--- config.mk ---
export PLATFORM = sky130hd
export DESIGN_NAME = uart_cmd_sequencer
export DESIGN_NICKNAME = d
export VERILOG_FILES = /design/src/rtl/uart_dbg_pkg.sv /design/src/rtl/uart_byte_timeout.sv /design/src/rtl/uart_cmd_sequencer.sv
export SDC_FILE = /design/constraint.sdc
export NUM_CORES = 1
export LEC_CHECK = 0
export ABC_AREA = 1
export BUFFER_PORTS_ARGS = -buffer_cell sky130_fd_sc_hd__buf_2
export CORE_MARGIN = 2
export CORE_UTILIZATION = 52
export DETAILED_ROUTE_END_ITERATION = 10
export GPL_TIMING_DRIVEN = 0
export HOLD_SLACK_MARGIN = 0.12
export PLACE_DENSITY_LB_ADDON = 0.2
export REMOVE_ABC_BUFFERS = 1
export SKIP_CTS_REPAIR_TIMING = 1
export SYNTH_ARGS = -nofsm -noshare
export SYNTH_HDL_FRONTEND = slang
export SYNTH_SLANG_ARGS = --single-unit
--- constraint.sdc ---
create_clock -name i_Clock -period 1.7 [get_ports i_Clock]
set_input_delay 0.34 -clock i_Clock [delete_from_list [all_inputs] [get_ports i_Clock]]
set_output_delay 0.34 -clock i_Clock [all_outputs]
set_load 0.01 [all_outputs]
--- src/rtl/uart_dbg_pkg.sv ---
// Shared definitions for the UART debug command sequencer:
// opcodes, argument-word lookup, FSM states and error codes.
package uart_dbg_pkg;

    localparam logic [7:0] OP_READ   = 8'h01;
    localparam logic [7:0] OP_WRITE  = 8'h02;
    localparam logic [7:0] OP_PAUSE  = 8'h03;
    localparam logic [7:0] OP_RESUME = 8'h04;
    localparam logic [7:0] OP_STATUS = 8'h05;

    // 3 marks an opcode the debugger does not know
    localparam logic [1:0] WORDS_BAD = 2'd3;

    typedef enum logic [1:0] {
        ST_IDLE  = 2'd0,
        ST_ADDR  = 2'd1,
        ST_DATA  = 2'd2,
        ST_ISSUE = 2'd3
    } state_t;

    typedef enum logic [1:0] {
        ERR_NONE    = 2'd0,
        ERR_BAD_OP  = 2'd1,
        ERR_TIMEOUT = 2'd2,
        ERR_OVERRUN = 2'd3
    } err_t;

    function automatic logic [1:0] op_words(input logic [7:0] op);
        logic [1:0] w;
        w = WORDS_BAD;
        case (op)
            OP_READ:   w = 2'd1;
            OP_WRITE:  w = 2'd2;
            OP_PAUSE,
            OP_RESUME,
            OP_STATUS: w = 2'd0;
            default:   w = WORDS_BAD;
        endcase
        return w;
    endfunction

endpackage

--- src/rtl/uart_byte_timeout.sv ---
// Inter-byte watchdog: loadable down-counter that saturates at zero.
// expire is asserted while enabled and the count has run out.
module uart_byte_timeout #(
    parameter int WIDTH = 6
) (
    input  logic             clk,
    input  logic             rst_n,
    input  logic             load,
    input  logic [WIDTH-1:0] load_val,
    input  logic             en,
    output logic             expire
);

    logic [WIDTH-1:0] cnt;

    always_ff @(posedge clk or negedge rst_n) begin
        if (!rst_n) begin
            cnt <= '0;
        end else if (load) begin
            cnt <= load_val;
        end else if (en && (cnt != '0)) begin
            cnt <= cnt - 1'b1;
        end
    end

    assign expire = en && (cnt == '0);

endmodule

--- src/rtl/uart_cmd_sequencer.sv ---
// Assembles opcode + big-endian argument bytes from uart_rx into
// debugger command frames and hands them off over valid/ready.
module uart_cmd_sequencer
    import uart_dbg_pkg::*;
#(
    parameter int CLK_RATE     = 50000000,
    parameter int TIMEOUT_CLKS = CLK_RATE / 100
) (
    input  logic        i_Clock,
    input  logic        i_Reset_n,
    input  logic        i_Rx_DV,
    input  logic [7:0]  i_Rx_Byte,
    output logic        o_Cmd_Valid,
    input  logic        i_Cmd_Ready,
    output logic [7:0]  o_Cmd_Op,
    output logic [31:0] o_Cmd_Addr,
    output logic [31:0] o_Cmd_Data,
    output logic        o_Err,
    output logic [1:0]  o_Err_Code,
    output logic        o_Busy
);

    localparam int TW = (TIMEOUT_CLKS > 2) ? $clog2(TIMEOUT_CLKS) : 1;
    // Load with N-2 so the error flop fires N-1 cycles after the last DV
    localparam logic [TW-1:0] TLOAD = TW'(TIMEOUT_CLKS - 2);

    state_t      state, state_n;
    err_t        code, code_n;
    logic [7:0]  op, op_n;
    logic [31:0] addr, addr_n;
    logic [31:0] data, data_n;
    logic [1:0]  bcnt, bcnt_n;
    logic        err_n;
    logic        decode;
    logic        tmo_load;
    logic        tmo_en;
    logic        expire;

    assign tmo_en = (state == ST_ADDR) || (state == ST_DATA);

    uart_byte_timeout #(
        .WIDTH(TW)
    ) u_timeout (
        .clk     (i_Clock),
        .rst_n   (i_Reset_n),
        .load    (tmo_load),
        .load_val(TLOAD),
        .en      (tmo_en),
        .expire  (expire)
    );

    always_comb begin
        state_n  = state;
        op_n     = op;
        addr_n   = addr;
        data_n   = data;
        bcnt_n   = bcnt;
        code_n   = code;
        err_n    = 1'b0;
        decode   = 1'b0;
        tmo_load = 1'b0;

        case (state)
            ST_IDLE: begin
                decode = i_Rx_DV;
            end
            ST_ADDR: begin
                if (i_Rx_DV) begin
                    addr_n   = {addr[23:0], i_Rx_Byte};
                    bcnt_n   = bcnt + 2'd1;
                    tmo_load = 1'b1;
                    if (bcnt == 2'd3) begin
                        state_n = (op_words(op) == 2'd2) ? ST_DATA : ST_ISSUE;
                    end
                end else if (expire) begin
                    err_n   = 1'b1;
                    code_n  = ERR_TIMEOUT;
                    state_n = ST_IDLE;
                    op_n    = '0;
                    addr_n  = '0;
                    data_n  = '0;
                end
            end
            ST_DATA: begin
                if (i_Rx_DV) begin
                    data_n   = {data[23:0], i_Rx_Byte};
                    bcnt_n   = bcnt + 2'd1;
                    tmo_load = 1'b1;
                    if (bcnt == 2'd3) begin
                        state_n = ST_ISSUE;
                    end
                end else if (expire) begin
                    err_n   = 1'b1;
                    code_n  = ERR_TIMEOUT;
                    state_n = ST_IDLE;
                    op_n    = '0;
                    addr_n  = '0;
                    data_n  = '0;
                end
            end
            ST_ISSUE: begin
                if (i_Cmd_Ready) begin
                    state_n = ST_IDLE;
                    decode  = i_Rx_DV;
                end else if (i_Rx_DV) begin
                    err_n  = 1'b1;
                    code_n = ERR_OVERRUN;
                end
            end
            default: begin
                state_n = ST_IDLE;
            end
        endcase

        // Shared opcode decode: plain IDLE and a completing handshake
        if (decode) begin
            case (op_words(i_Rx_Byte))
                2'd0: begin
                    op_n    = i_Rx_Byte;
                    addr_n  = '0;
                    data_n  = '0;
                    state_n = ST_ISSUE;
                end
                2'd1, 2'd2: begin
                    op_n     = i_Rx_Byte;
                    addr_n   = '0;
                    data_n   = '0;
                    bcnt_n   = '0;
                    tmo_load = 1'b1;
                    state_n  = ST_ADDR;
                end
                default: begin
                    err_n   = 1'b1;
                    code_n  = ERR_BAD_OP;
                    state_n = ST_IDLE;
                end
            endcase
        end
    end

    always_ff @(posedge i_Clock or negedge i_Reset_n) begin
        if (!i_Reset_n) begin
            state       <= ST_IDLE;
            op          <= '0;
            addr        <= '0;
            data        <= '0;
            bcnt        <= '0;
            code        <= ERR_NONE;
            o_Err       <= 1'b0;
            o_Cmd_Valid <= 1'b0;
            o_Busy      <= 1'b0;
        end else begin
            state       <= state_n;
            op          <= op_n;
            addr        <= addr_n;
            data        <= data_n;
            bcnt        <= bcnt_n;
            code        <= code_n;
            o_Err       <= err_n;
            o_Cmd_Valid <= (state_n == ST_ISSUE);
            o_Busy      <= (state_n != ST_IDLE);
        end
    end

    assign o_Cmd_Op   = op;
    assign o_Cmd_Addr = addr;
    assign o_Cmd_Data = data;
    assign o_Err_Code = code;

endmodule

; ---- Yosys cells after proc, flatten, opt, wreduce, memory -nomap -nowiden
; Cells that the tools add are included.
[classes]
n_addsub = 2
n_eq_ne = 18
muxes = 58
n_reduce_logical = 14
[op_table]
columns = operator, count
row1 = $mux 32, 10
row2 = $pmux 32 s2, 2
row3 = $mux 2, 21
row4 = $mux 8, 5
row5 = $mux 19, 2
row6 = $eq 8x2->1 const B, 4
row7 = $eq 8x3->1 const B, 4
row8 = $logic_not 19->1, 1
row9 = $reduce_bool 19->1, 1
row10 = $sub 19x1->19 const B, 1
row11 = $pmux 2 s3, 3
row12 = $eq 8x1->1 const B, 2
row13 = $eq 2x2->1 const B, 6
row14 = $mux 1, 11
row15 = $reduce_or 3->1, 3
row16 = $pmux 2 s2, 2
row17 = $eq 2x1->1 const B, 2
row18 = $logic_not 2->1, 2
row19 = $pmux 1 s2, 2
row20 = $reduce_bool 2->1, 2
row21 = $reduce_or 2->1, 2
row22 = $add 2x1->2 const B, 1
row23 = $logic_and 1x1->1, 2
row24 = $logic_or 1x1->1, 1
[totals]
register_bits = 100
input_bits = 12
out_inout_bits = 77
elab_cells = 102

; ---- Longest topological paths before layout
[depth]
word_depth = 13
mapped_depth = 16
depth_no_buf = 15

; ---- Cells and area by module
; From an unflattened synthesis, not the netlist that was laid out.
[unflattened]
cells_unflattened = 832
area_unflattened_um2 = 5990.7
[modules_own_cells]
columns = mod, n_inst, cells_per_inst, area_each_um2, seq_area_each_um2
row1 = uart_cmd_sequencer, 1, 607, 4573.1, 2026.9
row2 = uart_byte_timeout, 1, 225, 1417.6, 475.5

; ---- Least setup slack after synthesis
; OpenSTA, ideal clock, no wires.
[synth_timing]
kind = in2reg
from = input port i_Rx_Byte[5]
to = register u_timeout.cnt[15]
arrival_ns = 1.831
path_slack_ns = -0.247
stages = 13
path_buffers = 1
path_cell_list = inv_1 > nand2_1 > nor3_1 > nand2_1 > nor2_1 > ha_1 > nand2_2 > nand2_4 > inv_2 > buf_2 > nand3_1 > nand2_1 > nand2_1
[synth_between]
elab_chain_cells = 9
elab_cells_between_ends = 15
classes_between = eq/ne (7) / mux (5) / reduce/logical (3)
[synth_rtl]
columns = item, line
row1 = start: declaration, uart_cmd_sequencer.sv:12  ; input logic [7:0] i_Rx_Byte,
row2 = $eq 8x2->1 or $eq 8x3->1 (tied branches), uart_dbg_pkg.sv:31  ; case (op)
row3 = $reduce_or 3->1, uart_dbg_pkg.sv:31
row4 = $pmux 2 s3 *, uart_dbg_pkg.sv:31
row5 = $mux 2 *, uart_cmd_sequencer.sv:116  ; if (decode) begin
row6 = $eq 2x1->1 or $eq 2x2->1 (tied branches), uart_cmd_sequencer.sv:117  ; case (op_words(i_Rx_Byte))
row7 = $reduce_or 2->1 *, --
row8 = $mux 1 *, uart_cmd_sequencer.sv:117
row9 = $mux 1 *, uart_cmd_sequencer.sv:116
row10 = $mux 19 or $reduce_bool 2->1 (tied branches), --
row11 = end signal: assignment, uart_byte_timeout.sv:20  ; cnt <= load_val;
row12 = end signal: assignment, uart_byte_timeout.sv:22  ; cnt <= cnt - 1'b1;
row13 = end: declaration, uart_byte_timeout.sv:14  ; logic [WIDTH-1:0] cnt;
; Every way passes the cells marked *; elsewhere a longest branch is shown, timed or not. The select of a mux whose other input is x is not followed.
; A chain may end at the register's enable or synchronous reset.

; ---- Worst setup path in the final report
[layout_timing]
from = register state[1]
to = register u_timeout.cnt[3]
[layout_between]
elab_chain_cells = 6
elab_cells_between_ends = 13
classes_between = eq/ne (3) / mux (5) / reduce/logical (5)
[layout_rtl]
columns = item, line
row1 = start: declaration, uart_cmd_sequencer.sv:27  ; state_t state, state_n;
row2 = start signal: assignment, uart_cmd_sequencer.sv:153  ; state <= state_n;
row3 = $eq 2x1->1 or $eq 2x2->1 (tied branches), "uart_cmd_sequencer.sv:39, uart_cmd_sequencer.sv:63"
row4 = $reduce_or 2->1 (no source line), --
row5 = $mux 1, --
row6 = $mux 1, uart_cmd_sequencer.sv:117
row7 = $mux 1, uart_cmd_sequencer.sv:116
row8 = $mux 19 or $reduce_bool 2->1 (tied branches), --
; Several ways; a longest one is shown, not always the timed one.

==> flow_summary.yaml <==
finish:
  seqCellArea_mm2: 0.00251
  nNetsFinal: 957
  antenna_cells: 0
  syn_to_final_growth_pct: 25.0
  nFillCells: 919
  layout_commonest_cell: "nand2_1"
  final_cell_mix: "236 x nand2_1, 99 x nor2_1, 97 x dfrtp_1"
  layout-drive-gt1-share_pct: 24.6
  multi_input_area_mm2: 0.00343
  utilization_pct: 66.5
sta:
  hold_viol: 0
  worst_pin_slew_ns: 0.598
  rsz0062_at_grt: "true"
  setup_viol: 88
  fin_hold_ws_ns: 0.286
  finalCriticalPeriod_ns: 1.88
  finalCritPeriodShare_pct: 111
  max_freq_mhz: 532
  final_max_slew_viol_count: 0
  skew_ns: 0.0101
  relSlewSlack_pct: 60.2
  setup_ws_ns: -0.181
critical_path:
  start_kind: "flip-flop"
  slowest_stage: "dfrtp_2"
  critical_path_class: "flip-flop to flip-flop"
  crit_chain: "inv_4, ha_4, nor3_4, nand2_2, nand2_8, clkinv_8, nand2_8, clkinv_8, nand2_2, nand2_1"
  r2r_cells: 10
  worst-path-stages: 10
  cp_top_family: "simple AND/OR/NAND/NOR gates"
  max_stage_delay_ns: 0.45
  crit_buf_inv: 3
  arrival_ns: 2.12
  critPathMaxFanout: 8
  required_ns: 1.94
  endpoint_kind: "flip-flop"
drt:
  dr_total_vias: 6475
  drc: 0
  avgRoutedWirePerCell_um: 17.6
  drt_iter0_drc: 732
  finalWirelength_mm: 19.0
  dr.pass1.iters: 5
  ant_nets: 0
  vias_per_cell: 5.98
grt:
  grt_max_degree: 70
  grt_pass1_vias: 5828
  grt_pass1_wl_mm: 26.9
  overflow: 0
  antenna_found_initial: 0
  grt_usage_pct: 26.2
die:
  start_util_pct: 53.2
  die_h_um: 112
  core_area_mm2: 0.0114
  io_pins: 89
  die-width_um: 112
  die-area_mm2: 0.0125
  num_rows: 39
clock_network:
  cts.sinks: 100
  clock_latency_ns: 0.35
  cts_buffer_depth: 2
  htree_levels: 3
  numCtsBuffers: 9
  clk_pin_slew_worst_paths_ns: 0.07
  cts_root_buf: "clkbuf_16"
  cts_tree: "yes"
yosys:
  yosysSeqAreaShare_pct: 41.4
  ys_warn_count: 0
  synthSimpleGateAreaFrac_pct: 28.9
  synth_top_family_by_area: "simple AND/OR/NAND/NOR gates"
  synth_compound_area_share_pct: 19.0
  synth_fa_ha_area_share_pct: 1.86
  muxShareOfSynthArea_pct: 0.186
  syn_area_mm2: 0.00605
  ys_ff_latch: 100
  synth.distinct_cells: 34
  synth_xor_area_share_pct: 1.45
  syn_inst: 843
  avgSynthCellArea_um2: 7.17
power:
  ir_drop_mv: 0.994
  p_per_area_mw_per_mm2: 1870
  power_leakage_nw: 3.61
placed_design:
  portBuffers: 88
  finalWeightedCongestion: 0.896
  dp_hpwl_mm: 9.89
  pre_cts_ws_ns: -2.03
run_status:
  status: "finished with violations"
  violations: "negative setup slack"
min_path:
  whs_path_depth: 3
  hold_class: "input pin to flip-flop"
flow_run:
  maxCapViolations: 0
==> registers in the layout, summed over array words and instances, names as in the netlist <==
register,cells
o_Cmd_Op,8
o_Err,1
u_timeout.cnt,19
o_Err_Code,2
o_Cmd_Valid,1
o_Cmd_Addr,32
state,2
bcnt,2
o_Cmd_Data,32
o_Busy,1
==> layer usage <==
metal / vias up / GRT usage (%) / wire (µm)
li1: 2953 / - / -
met1: 3147 / 34.5 / 7750
met2: 313 / 41.5 / 9130
met3: 62 / 3.81 / 1460
met4: 0 / 14.9 / 667
met5: - / 0 / 0
==> cells by family (layout without fill, tap and decap cells) <==
| logic type | count (synthesis) | in the layout |
|---|---|---|
| buffers and inverters | 100 | 192 |
| AOI/OAI and AO/OA | 202 | 202 |
| DFF | 100 | 100 |
| muxes | 1 | 1 |
| xor gates and xnor gates | 10 | 10 |
| adders and majority gates | 9 | 9 |
| and+or+nand+nor | 421 | 425 |
==> area by class of cell <==
cell class,count,area share [%]
multi-input cells,647,45.4
flip-flops and latches,100,33.2
repair buffers,124,11.3
clock buffers,12,3.39
inverters,49,3.33
well taps,143,2.37
repair inverters,5,0.546
clock inverters,2,0.463
==> final timing paths <==
check | end | start | slack [ns]
setup / recovery | u_timeout.cnt[3] | state[1] | -0.18
min in group asynchronous | o_Cmd_Data[23] | i_Reset_n | 0.53
max in group asynchronous | u_timeout.cnt[8] | i_Reset_n | 0.45
hold reg to reg | u_timeout.cnt[18] | u_timeout.cnt[18] | 0.53
hold / removal | o_Cmd_Op[2] | i_Rx_Byte[2] | 0.29
setup reg to reg | u_timeout.cnt[3] | state[1] | -0.18
==> per-stage QoR <==
step                setup TNS (ns)  total power, mW  cell area, µm²  cells
finish                       -6.26             14.2            7560   1082
global route                -14.75             15.1            7560   1082
CTS                        -152.06             12.0            6760   1039
detailed placement         -180.79             9.94            6460   1025
global placement           -262.46             9.67            6410   1023
floorplan                   -46.25             7.88            5800    792
==> report_power, final <==
group	total (mW)	internal [mW]	switching, mW	leakage (nW)
combinational	8.05	2.98	5.07	2.15
clock	2.09	1.20	0.887	0.145
sequential	4.03	3.20	0.831	1.32
==> worst reg2reg max path: stages (launching register included) <==
cell	delay, ns
dfrtp_2	0.45
inv_4	0.11
ha_4	0.25
nor3_4	0.19
nand2_2	0.16
nand2_8	0.15
clkinv_8	0.10
nand2_8	0.15
clkinv_8	0.09
nand2_2	0.07
nand2_1	0.06
==> synth_stat cells, drive strengths merged <==
cell / count / share of area, %
a21oi: 72 / 6.0
o21ai: 70 / 5.8
nor3: 8 / 0.93
ha: 9 / 1.9
or2: 6 / 0.62
nor2: 111 / 7.2
o22ai: 14 / 1.6
dfrtp: 100 / 41
o211ai: 3 / 0.37
inv: 49 / 3.0
buf: 30 / 2.9
nand4: 6 / 0.62
o31ai: 19 / 2.4
nand2: 259 / 17
nor3b: 1 / 0.12
nand3: 29 / 2.6
xor2: 10 / 1.4
clkbuf: 21 / 1.3
mux2: 1 / 0.19
nand3b: 1 / 0.12
o21a: 24 / 3.0
Power figures use the tool's default switching activity.
